### config.mk
export PLATFORM = sky130hd
export DESIGN_NAME = input_ctrl_sync
export DESIGN_NICKNAME = d
export VERILOG_FILES = /design/src/rtl/input_ctrl_sync.sv
export SDC_FILE = /design/constraint.sdc
export NUM_CORES = 1
export LEC_CHECK = 0
export BUFFER_PORTS_ARGS = -buffer_cell sky130_fd_sc_hd__buf_2
export CORE_AREA = 2 2 109 111
export DETAILED_ROUTE_END_ITERATION = 8
export DIE_AREA = 0 0 111 113
export HOLD_SLACK_MARGIN = 0.1
export MAX_ROUTING_LAYER = met4
export SETUP_SLACK_MARGIN = 0.4
export SLEW_MARGIN = 15
export SYNTH_ARGS = -nofsm -noshare
export SYNTH_HDL_FRONTEND = slang
export SYNTH_SLANG_ARGS = --single-unit
### constraint.sdc
create_clock -name clk -period 3.4 [get_ports clk]
set_clock_uncertainty 0.05 [all_clocks]
set_input_delay 0.68 -clock clk [delete_from_list [all_inputs] [get_ports clk]]
set_output_delay 0.68 -clock clk [all_outputs]
set_load 0.02 [all_outputs]
### src/rtl/input_ctrl_sync.sv
// input_ctrl_sync: 4-phase receiver, 2-entry in-order FIFO, dest-masked routing to two 4-phase sender links
module input_ctrl_sync #(
    parameter int WIDTH_packet = 14,
    parameter int DEST_W = 3,
    parameter logic [DEST_W-1:0] MASK = 3'b001
) (
    input  logic                    clk,
    input  logic                    rst_n,
    input  logic                    in_req,
    input  logic [WIDTH_packet-1:0] in_data,
    output logic                    in_ack,
    output logic                    out0_req,
    output logic                    out1_req,
    output logic [WIDTH_packet-1:0] out0_data,
    output logic [WIDTH_packet-1:0] out1_data,
    input  logic                    out0_ack,
    input  logic                    out1_ack,
    output logic [15:0]             pkt_cnt0,
    output logic [15:0]             pkt_cnt1
);
    typedef enum logic {R_IDLE, R_HOLD} r_state_t;
    typedef enum logic [1:0] {S_IDLE, S_REQ, S_REL} s_state_t;

    r_state_t r_state, r_next;
    s_state_t s_state [2];
    s_state_t s_next [2];
    logic [WIDTH_packet-1:0] mem [2];
    logic [WIDTH_packet-1:0] data [2];
    logic [DEST_W-1:0] dest;
    logic [1:0] count, ack, pop_p;
    logic rd_ptr, wr_ptr, push, pop, sel;

    assign ack = {out1_ack, out0_ack};
    assign dest = mem[rd_ptr][WIDTH_packet-1 -: DEST_W];
    assign sel = |(dest & MASK);
    assign pop = |pop_p;
    assign out0_data = data[0];
    assign out1_data = data[1];

    always_ff @(posedge clk or negedge rst_n) begin
        if (!rst_n)
            r_state <= R_IDLE;
        else
            r_state <= r_next;
    end

    always_comb begin
        r_next = (r_state == R_IDLE) ? ((in_req && count != 2'd2) ? R_HOLD : R_IDLE)
                                     : (in_req ? R_HOLD : R_IDLE);
    end

    always_comb begin
        in_ack = r_state == R_HOLD;
        push = r_state == R_IDLE && in_req && count != 2'd2;
    end

    always_ff @(posedge clk or negedge rst_n) begin
        if (!rst_n) begin
            rd_ptr <= 1'b0;
            wr_ptr <= 1'b0;
            count <= 2'd0;
            for (int i = 0; i < 2; i++) mem[i] <= '0;
        end else begin
            if (push) begin
                mem[wr_ptr] <= in_data;
                wr_ptr <= ~wr_ptr;
            end
            if (pop) rd_ptr <= ~rd_ptr;
            count <= count + {1'b0, push} - {1'b0, pop};
        end
    end

    always_ff @(posedge clk or negedge rst_n) begin
        if (!rst_n) begin
            for (int i = 0; i < 2; i++) begin
                s_state[i] <= S_IDLE;
                data[i] <= '0;
            end
            pkt_cnt0 <= 16'd0;
            pkt_cnt1 <= 16'd0;
        end else begin
            for (int i = 0; i < 2; i++) begin
                s_state[i] <= s_next[i];
                if (pop_p[i]) data[i] <= mem[rd_ptr];
            end
            if (s_state[0] == S_REL && !ack[0]) pkt_cnt0 <= pkt_cnt0 + 16'd1;
            if (s_state[1] == S_REL && !ack[1]) pkt_cnt1 <= pkt_cnt1 + 16'd1;
        end
    end

    // only the head can leave, and only toward the port it decodes to
    always_comb begin
        pop_p = '0;
        for (int i = 0; i < 2; i++) begin
            pop_p[i] = count != 2'd0 && sel == 1'(i) && s_state[i] == S_IDLE && !ack[i];
            s_next[i] = (s_state[i] == S_IDLE) ? (pop_p[i] ? S_REQ : S_IDLE) :
                        (s_state[i] == S_REQ)  ? (ack[i] ? S_REL : S_REQ) :
                                                 (ack[i] ? S_REL : S_IDLE);
        end
    end

    always_comb begin
        out0_req = s_state[0] == S_REQ;
        out1_req = s_state[1] == S_REQ;
    end
endmodule

Word level (Yosys, flattened, before mapping)
Cells that the tools add are included.

word-level totals
  flip-flop bits (word level) = 97
  input bits = 19
  output and inout port bits = 63
  logic and storage cells = 67

cells by class
  $add $sub $neg = 4
  $lt $le $gt $ge = 3
  equal/unequal tests = 5
  muxes and demuxes = 19
  bitwise gates (word level) = 6
  reduce and logical (&&, ||, !) cells = 18

operator list
  kind                                                        number
  2-to-1 mux 14 bit                                           4
  adder 16 x 1 -> 16 bit, second input constant               2
  bitwise mux 28 bit                                          1
  2-to-1 mux 2 bit                                            8
  demux 14 bit (select 1 bit)                                 1
  logical AND 1 bit                                           12
  2-to-1 mux 1 bit                                            5
  == test 2 x 1 -> 1 bit, second input constant               2
  == test 2 bit, second input constant                        2
  >= comparator 2 bit, second input constant                  2
  logical NOT 2 bit                                           2
  inverter 1 bit                                              4
  inverter 1 -> 2 bit                                         2
  adder 2 x 1 -> 2 bit                                        1
  logical NOT 1 bit                                           2
  less-than comparator 2 x 1 -> 1 bit, second input constant  1
  inequality test 2 bit, second input constant                1
  nonzero test 2 bit                                          1
  OR reduction 2 bit                                          1
  subtractor 2 x 1 -> 2 bit                                   1

Logic depth before layout (Yosys ltp)
Gate-level depths: netlist of the first run.

  word-level depth = 10
  gate-level depth with buffers = 10
  depth with buffers taken out = 8

Least setup slack after synthesis of the first run
OpenSTA, ideal clock, no wires.

  kind = in2reg
  from = input port out0_ack
  to = register count[1]
  library setup time = 0.080 ns
  data arrival time = 2.224 ns
  data required time = 3.270 ns
  setup slack = 1.046 ns
  cell stages on the path = 9
  path buffers = 1
  cell sequence = or3_1 > or3_4 > buf_6 > nand2_2 > ha_1 > inv_1 > ha_1 > xnor2_1 > xnor2_1

on the way
  cells in the longest elaborated chain, start to end = 4

ends and longest elaborated chain
  what                       RTL line  text
  from (decl)                16        input logic out0_ack,
  logical NOT 1 bit          95        pop_p[i] = count != 2'd0 && sel == 1'(i) && s_state[i] == S_IDLE && !ack[i];
  logical AND 1 bit          95
  OR reduction 2 bit         36        assign pop = |pop_p;
  subtractor 2 x 1 -> 2 bit  69        count <= count + {1'b0, push} - {1'b0, pop};
  to (signal assigned)       69
  to (decl)                  30        logic [1:0] count, ack, pop_p;

Every way passes these cells.
A chain may end at the register's enable or synchronous reset.

Final worst setup path of the first run
Same ends and word-level chain as after synthesis.

==> reports/qor.yml, run 1 <==
status:
  status: "finished, final reports clean"
timing:
  tightest_slew_ns: 0.600
  final-hold-violation-count: 0
  drv_slew: 0
  fmax_ghz: 0.439
  grt_setup_unrepaired: "no"
  min_period_ns: 2.28
  relSlewSlack_pct: 60.0
  fin_tns_setup_ns: 0
  min_period_over_period_pct: 67.1
  final-setup-viol-count: 0
  setup_ws_ns: 1.12
route:
  wirelength_mm: 7.72
  wl_met2_mm: 3.70
  wl_met3_um: 460
  wire_per_inst_um: 14.2
  detail-route-antenna-nets: 0
  vias: 2562
  top_layer: "met4"
  wl_met1_mm: 3.49
  drt_iter0_drc: 105
  drc: 0
  detail_route.vias_per_cell: 4.70
  drtPass1Iterations: 4
clock_tree:
  cts_made_buffers: 9
  clk_latency_ns: 0.34
  cts_tree: "yes"
  ctsResizeCount: 0
  post-cts-setup-buffer-count: 0
  ctsHoldBuffers: 0
  numClockSinks: 97
  cts_root_buffer: "clkbuf_16"
  ctsHtreeMaxLevel: 3
  clkTransAtPathRegs_ns: 0.07
  cts_buffer_depth: 2
grt:
  antenna_found_initial: 1
  grt_max_degree: 52
  grt_pass1_vias: 2677
  grt_overflow: 0
  grt_use_total_pct: 13.6
  grt_pass1_wl_mm: 13.3
synthesis:
  syn_inst: 313
  yosysWarnings: 0
  ys_seq_elements: 97
  ys_seq_area_share_pct: 61.1
  syn_area_mm2: 0.00397
  syn_avg_cell_area_um2: 12.7
  syn_nets: 336
  ys_types: 31
setup_path:
  crit_chain: "buf_2, or3_1, or3_4, nand2_2, ha_1, inv_1, ha_1, xnor2_1, xnor2_1"
  cp_slowest_cell: "or3_4"
  max_stage_delay_ns: 0.48
  critPathLaunchType: "input port"
  cp_max_fo: 29
  required_ns: 3.60
  critPathKind: "in2reg"
  worstPathArrival_ns: 2.49
  cp-end-kind: "register"
finish:
  syn2layout_area_growth_pct: 21.2
  drive_gt1_share_pct: 33.9
  seq_area_mm2: 0.00243
  nNetsFinal: 419
  nFillCells: 1063
  layout_commonest_cell: "dfrtp_1"
  layout_common_cells: "97 x dfrtp_1, 80 x buf_2, 36 x nand2_1"
  fin_area_mm2: 0.00481
  multi_input_area_mm2: 0.00145
power_and_ir_drop:
  p_per_area_mw_per_mm2: 855
  leakagePower_nw: 2.37
  ir_worst_vdd_uv: 477
hold_path:
  hold_class: "in2async"
place:
  gp_congestion: 0.715
  dp_slack_ns: 0.750
  dp_hpwl_mm: 5.40
  port_buffers: 81
  dpl_cell_area_mm2: 0.00453
floorplanning:
  core_area_mm2: 0.0113
  rows: 39
  io_pins: 82
  die_y_um: 113
  dieArea_mm2: 0.0125
  fp.dieW_um: 111
  initial_core_util_pct: 35.2
flow_run:
  cap_violations: 0
[layer usage]
metal  GRT usage, %  vias to the layer above
li1               -                     1242
met1           16.6                     1249
met2           21.8                       64
met3           4.61                        7
met4           3.25                        0
met5              -                        -
[cell usage after synthesis]
cell	n	area, µm²
ha_1	4	50.1
xor2_1	6	52.6
o211ai_1	1	7.51
or3_4	1	11.3
nand4_1	9	56.3
buf_2	4	20.0
nand2b_1	4	25.0
buf_6	3	33.8
nor3b_2	2	25.0
nor3_1	2	10.0
nand3_1	9	45.0
o21ai_0	19	95.1
nand2_1	36	135
inv_1	4	15.0
clkbuf_1	6	22.5
mux2i_1	13	130
mux2_4	1	15.0
and2_1	1	6.26
o21a_1	3	22.5
o21ai_1	9	45.0
and3_1	7	43.8
nor2_1	4	15.0
and4_1	5	43.8
dfrtp_1	97	2430
nand2_2	1	6.26
nand3b_1	1	7.51
or3_1	1	6.26
buf_4	1	7.51
xnor2_1	28	245
nand4b_1	1	8.76
mux2_2	30	338
[final timing paths]
path                            cells past startpoint  slack [ns]                      start                        end
worst max register to register                      8        1.19       s_state[2]$_DFF_PN0_         count[1]$_DFF_PN0_
worst max-delay path                                9        1.12                   out0_ack         count[1]$_DFF_PN0_
min in group clk                                    1        0.42  out1_data[11]$_DFFE_PN0P_  out1_data[11]$_DFFE_PN0P_
max in group asynchronous                           2        2.32                      rst_n    pkt_cnt1[6]$_DFFE_PN0P_
worst min-delay path                                1        0.29                      rst_n         mem[8]$_DFFE_PN0P_
worst min register to register                      1        0.42  out1_data[11]$_DFFE_PN0P_  out1_data[11]$_DFFE_PN0P_
[logic make-up (layout without fill, tap and decap cells)]
logic type / Yosys count / in the layout / synth area share, %
flip-flops: 97 / 97 / 61.1
AND/OR/NAND/NOR: 84 / 84 / 11.2
multiplexers: 44 / 44 / 12.2
XOR/XNOR: 34 / 34 / 7.50
AO/OA/AOI/OAI: 32 / 32 / 4.28
buffers and inverters: 18 / 106 / 2.49
adder cells (fa/ha/maj): 4 / 4 / 1.26
other: 0 / 1 / 0
[metrics by stage]
step	util [%]	hold WS (ns)	instances	total power, mW
2_1_floorplan	-	0.334	313	2.77
3_3_place_gp	40.1	0.394	528	3.14
3_5_place_dp	40.1	0.407	528	3.20
4_1_cts	42.7	0.314	544	4.20
5_1_grt	42.7	0.340	545	4.41
6_report	42.7	0.287	545	4.11
[layout make-up]
type | count | area share [%]
Sequential cell | 97 | 50.4
Multi-Input combinational cell | 198 | 30.0
Timing Repair Buffer | 86 | 9.51
Clock buffer | 10 | 4.76
Tap cell | 143 | 3.72
Clock inverter | 6 | 1.20
Inverter | 4 | 0.312
Antenna cell | 1 | 0.0520
[report_power, final]
part | total, mW | internal (mW) | switching [mW]
Clock | 0.971 | 0.515 | 0.456
Combinational | 1.35 | 0.587 | 0.761
Sequential | 1.80 | 1.55 | 0.246
Total | 4.11 | 2.65 | 1.46
[flip-flops by register name, indices dropped and copies added (netlist names)]
signal	cells
out0_data	14
count	2
s_state	4
pkt_cnt0	16
mem	28
in_ack	1
pkt_cnt1	16
out1_data	14
wr_ptr	1
rd_ptr	1
[critical path: cells and delay by family]
family | cells | cell delay [ns]
AND/OR/NAND/NOR | 3 | 0.98
adder cells (fa/ha/maj) | 2 | 0.37
XOR/XNOR | 2 | 0.27
buffers and inverters | 2 | 0.18
(Power assumes the default switching activity.)
==> run 2: changes to the inputs <==
ABC_AREA = 1   (was default)
CORE_AREA = 2 2 113 115   (was 2 2 109 111)
DIE_AREA = 0 0 115 117   (was 0 0 111 113)
clock period = 2.1 ns   (was 3.4 ns; I/O delays follow)
==> reports/qor.yml, run 2 <==
status:
  status: "finished, final reports clean"
place:
  port_buffers: 81
  dp_hpwl_mm: 6.54
  gp_congestion: 0.799
  placedCellCount: 700
  dpl_cell_area_mm2: 0.00488
synthesis:
  ys_seq_elements: 97
  syn_avg_cell_area_um2: 9.01
  synth_area_leaders: "dfrtp_1 56%, nand2_1 14%, o21ai_0 4.5%, inv_1 3.8%, nor2_1 2.9%"
  async_flop_share_pct: 100
  yosysWarnings: 0
  ys_seq_area_share_pct: 56.5
  post-synth-top-count-cell: "nand2_1"
  syn_inst: 477
  synth-edff-count: 0
  syn_area_mm2: 0.00430
  syn_nets: 500
  synth_commonest_cells: "159 x nand2_1, 97 x dfrtp_1, 43 x inv_1"
  synth_top_flop_cell: "dfrtp_1"
  ys_types: 29
  synth.largest_area_cell: "dfrtp_1"
  yosys.area.top_type_share_pct: 56.5
finish:
  layout_commonest_cell: "nand2_1"
  layout_common_cells: "158 x nand2_1, 96 x dfrtp_1, 80 x buf_2"
  top_register: "mem"
  drive_gt1_share_pct: 23.5
  largest_reg_flops: 28
  multi_input_area_mm2: 0.00164
  stdcell_count: 720
  diodes: 0
  seq_area_mm2: 0.00243
  fin_area_mm2: 0.00522
  top_regs: "mem (28), pkt_cnt0 (16), pkt_cnt1 (16)"
  nFillCells: 1241
  syn2layout_area_growth_pct: 21.4
  nNetsFinal: 588
setup_path:
  worstPathArrival_ns: 1.89
  cp_slowest_cell: "dfrtp_1"
  timing.rr.start: "rd_ptr$_DFFE_PN0N_"
  worst_r2r_path_depth: 9
  required_ns: 2.28
  max_stage_delay_ns: 0.42
  r2r_slack_ns: 0.39
  cp_max_fo: 4
  cp-end-kind: "register"
  worst_path_most_repeated_cell: "ha_4"
  rr_endpoint: "count[1]$_DFF_PN0_"
  critPathKind: "reg2reg"
  critPathLaunchType: "register"
  crit_chain: "o21ai_2, nor2_2, nand3_2, nand2_4, ha_4, inv_2, ha_4, xnor2_2, xor2_1"
route:
  drc: 0
  vias: 3322
  drtPass1Iterations: 4
  drt_iter0_drc: 155
  wl_met1_mm: 4.14
  wire_per_inst_um: 12.7
  top_layer: "met4"
  detail_route.vias_per_cell: 4.61
  wl_met3_um: 533
  wl_met2_mm: 4.36
  detail-route-antenna-nets: 0
  wirelength_mm: 9.14
grt:
  grt_use_total_pct: 15.2
  grt_overflow: 0
  grt_pass1_vias: 3255
  antenna_found_initial: 0
  grt_max_degree: 46
  grt_pass1_wl_mm: 15.4
floorplanning:
  io_pins: 82
  rows: 41
  core_area_mm2: 0.0123
  fp.dieW_um: 115
  dieArea_mm2: 0.0135
  initial_core_util_pct: 34.9
  die_y_um: 117
power_and_ir_drop:
  power_mw: 7.10
  leakagePower_nw: 2.65
  ir_worst_vdd_uv: 633
  p_per_area_mw_per_mm2: 1360
timing:
  final-setup-viol-count: 0
  fin_tns_setup_ns: 0
  min_period_over_period_pct: 81.4
  drv_slew: 0
  relSlewSlack_pct: 65.8
  grt_setup_unrepaired: "yes"
  min_period_ns: 1.71
  tightest_slew_ns: 0.512
  fmax_ghz: 0.585
  final-hold-violation-count: 0
clock_tree:
  cts_made_buffers: 9
  clk_latency_ns: 0.35
  cts_buffer_depth: 2
  ctsHtreeMaxLevel: 3
  cts_tree: "yes"
  numClockSinks: 97
  clkTransAtPathRegs_ns: 0.07
  cts_root_buffer: "clkbuf_16"
hold_path:
  whs_endpoint: "mem[21]$_DFFE_PN0P_"
  hold_class: "in2reg"
  min_path_cells: 3
  min_from: "in_data[7]"
flow_run:
  cap_violations: 0
## run 2: layer usage
layer  track usage [%]  vias to the layer above
met3              5.10                        8
li1                  -                     1682
met1              18.6                     1566
met2              23.5                       66
met4              5.78                        0
met5                 -                        -
## run 2: per-stage QoR
stage	hold slack [ns]	util, %	worst slack (ns)
finish	0.230	42.4	0.392
global route	0.237	42.4	0.286
CTS	0.217	42.3	0.388
detailed placement	0.312	39.6	0.359
global placement	0.308	39.6	0.420
floorplan	0.0744	-	0.299
## run 2: what timing repair did
| item | 4_1_cts | 5_1_grt |
|---|---|---|
| buffers inserted | 3 | 0 |
| gates resized for setup | 1 | 1 |
| hold endpoints to repair | 25 | 0 |
| setup endpoints to repair | 1 | 3 |
| hold buffers | 1 | 0 |
| pin swaps | 5 | 0 |
| cloned | 0 | 0 |
## run 2: cell type report
| type | count | area share (%) |
|---|---|---|
| Sequential cell | 97 | 46.6 |
| Inverter | 46 | 3.31 |
| Multi-Input combinational cell | 321 | 31.4 |
| Clock inverter | 7 | 1.46 |
| Tap cell | 150 | 3.60 |
| Clock buffer | 9 | 4.32 |
| Timing Repair Buffer | 90 | 9.40 |
## run 2: worst max path at each step
stage | start | end
floorplan | rd_ptr$_DFFE_PN0N_ | count[1]$_DFF_PN0_
global placement | rd_ptr$_DFFE_PN0N_ | count[1]$_DFF_PN0_
detailed placement | rd_ptr$_DFFE_PN0N_ | count[1]$_DFF_PN0_
CTS | rd_ptr$_DFFE_PN0N_ | count[1]$_DFF_PN0_
global route | rd_ptr$_DFFE_PN0N_ | count[1]$_DFF_PN0_
finish | rd_ptr$_DFFE_PN0N_ | count[1]$_DFF_PN0_
## run 2: kinds of logic after synthesis
| kind of cell | synth area share [%] |
|---|---|
| simple gates | 23.9 |
| flops | 56.5 |
| buf+inv | 6.49 |
| compound gates | 6.99 |
| xor+xnor | 4.48 |
| fa+ha+maj | 1.16 |
| mux | 0.495 |
## run 2: power by group
part	internal (mW)	leakage, nW	switching, mW	total [mW]
clock	0.931	0.142	0.736	1.67
sequential	2.52	1.22	0.398	2.91
combinational	0.901	1.29	1.62	2.52
total	4.35	2.65	2.75	7.10
## run 2: worst max-delay path: cells and delay by family (launching register included)
| kind | cells | cell delay [ns] |
|---|---|---|
| flops | 1 | 0.42 |
| fa+ha+maj | 2 | 0.41 |
| xor+xnor | 2 | 0.27 |
| simple gates | 3 | 0.21 |
| compound gates | 1 | 0.19 |
| buf+inv | 1 | 0.04 |
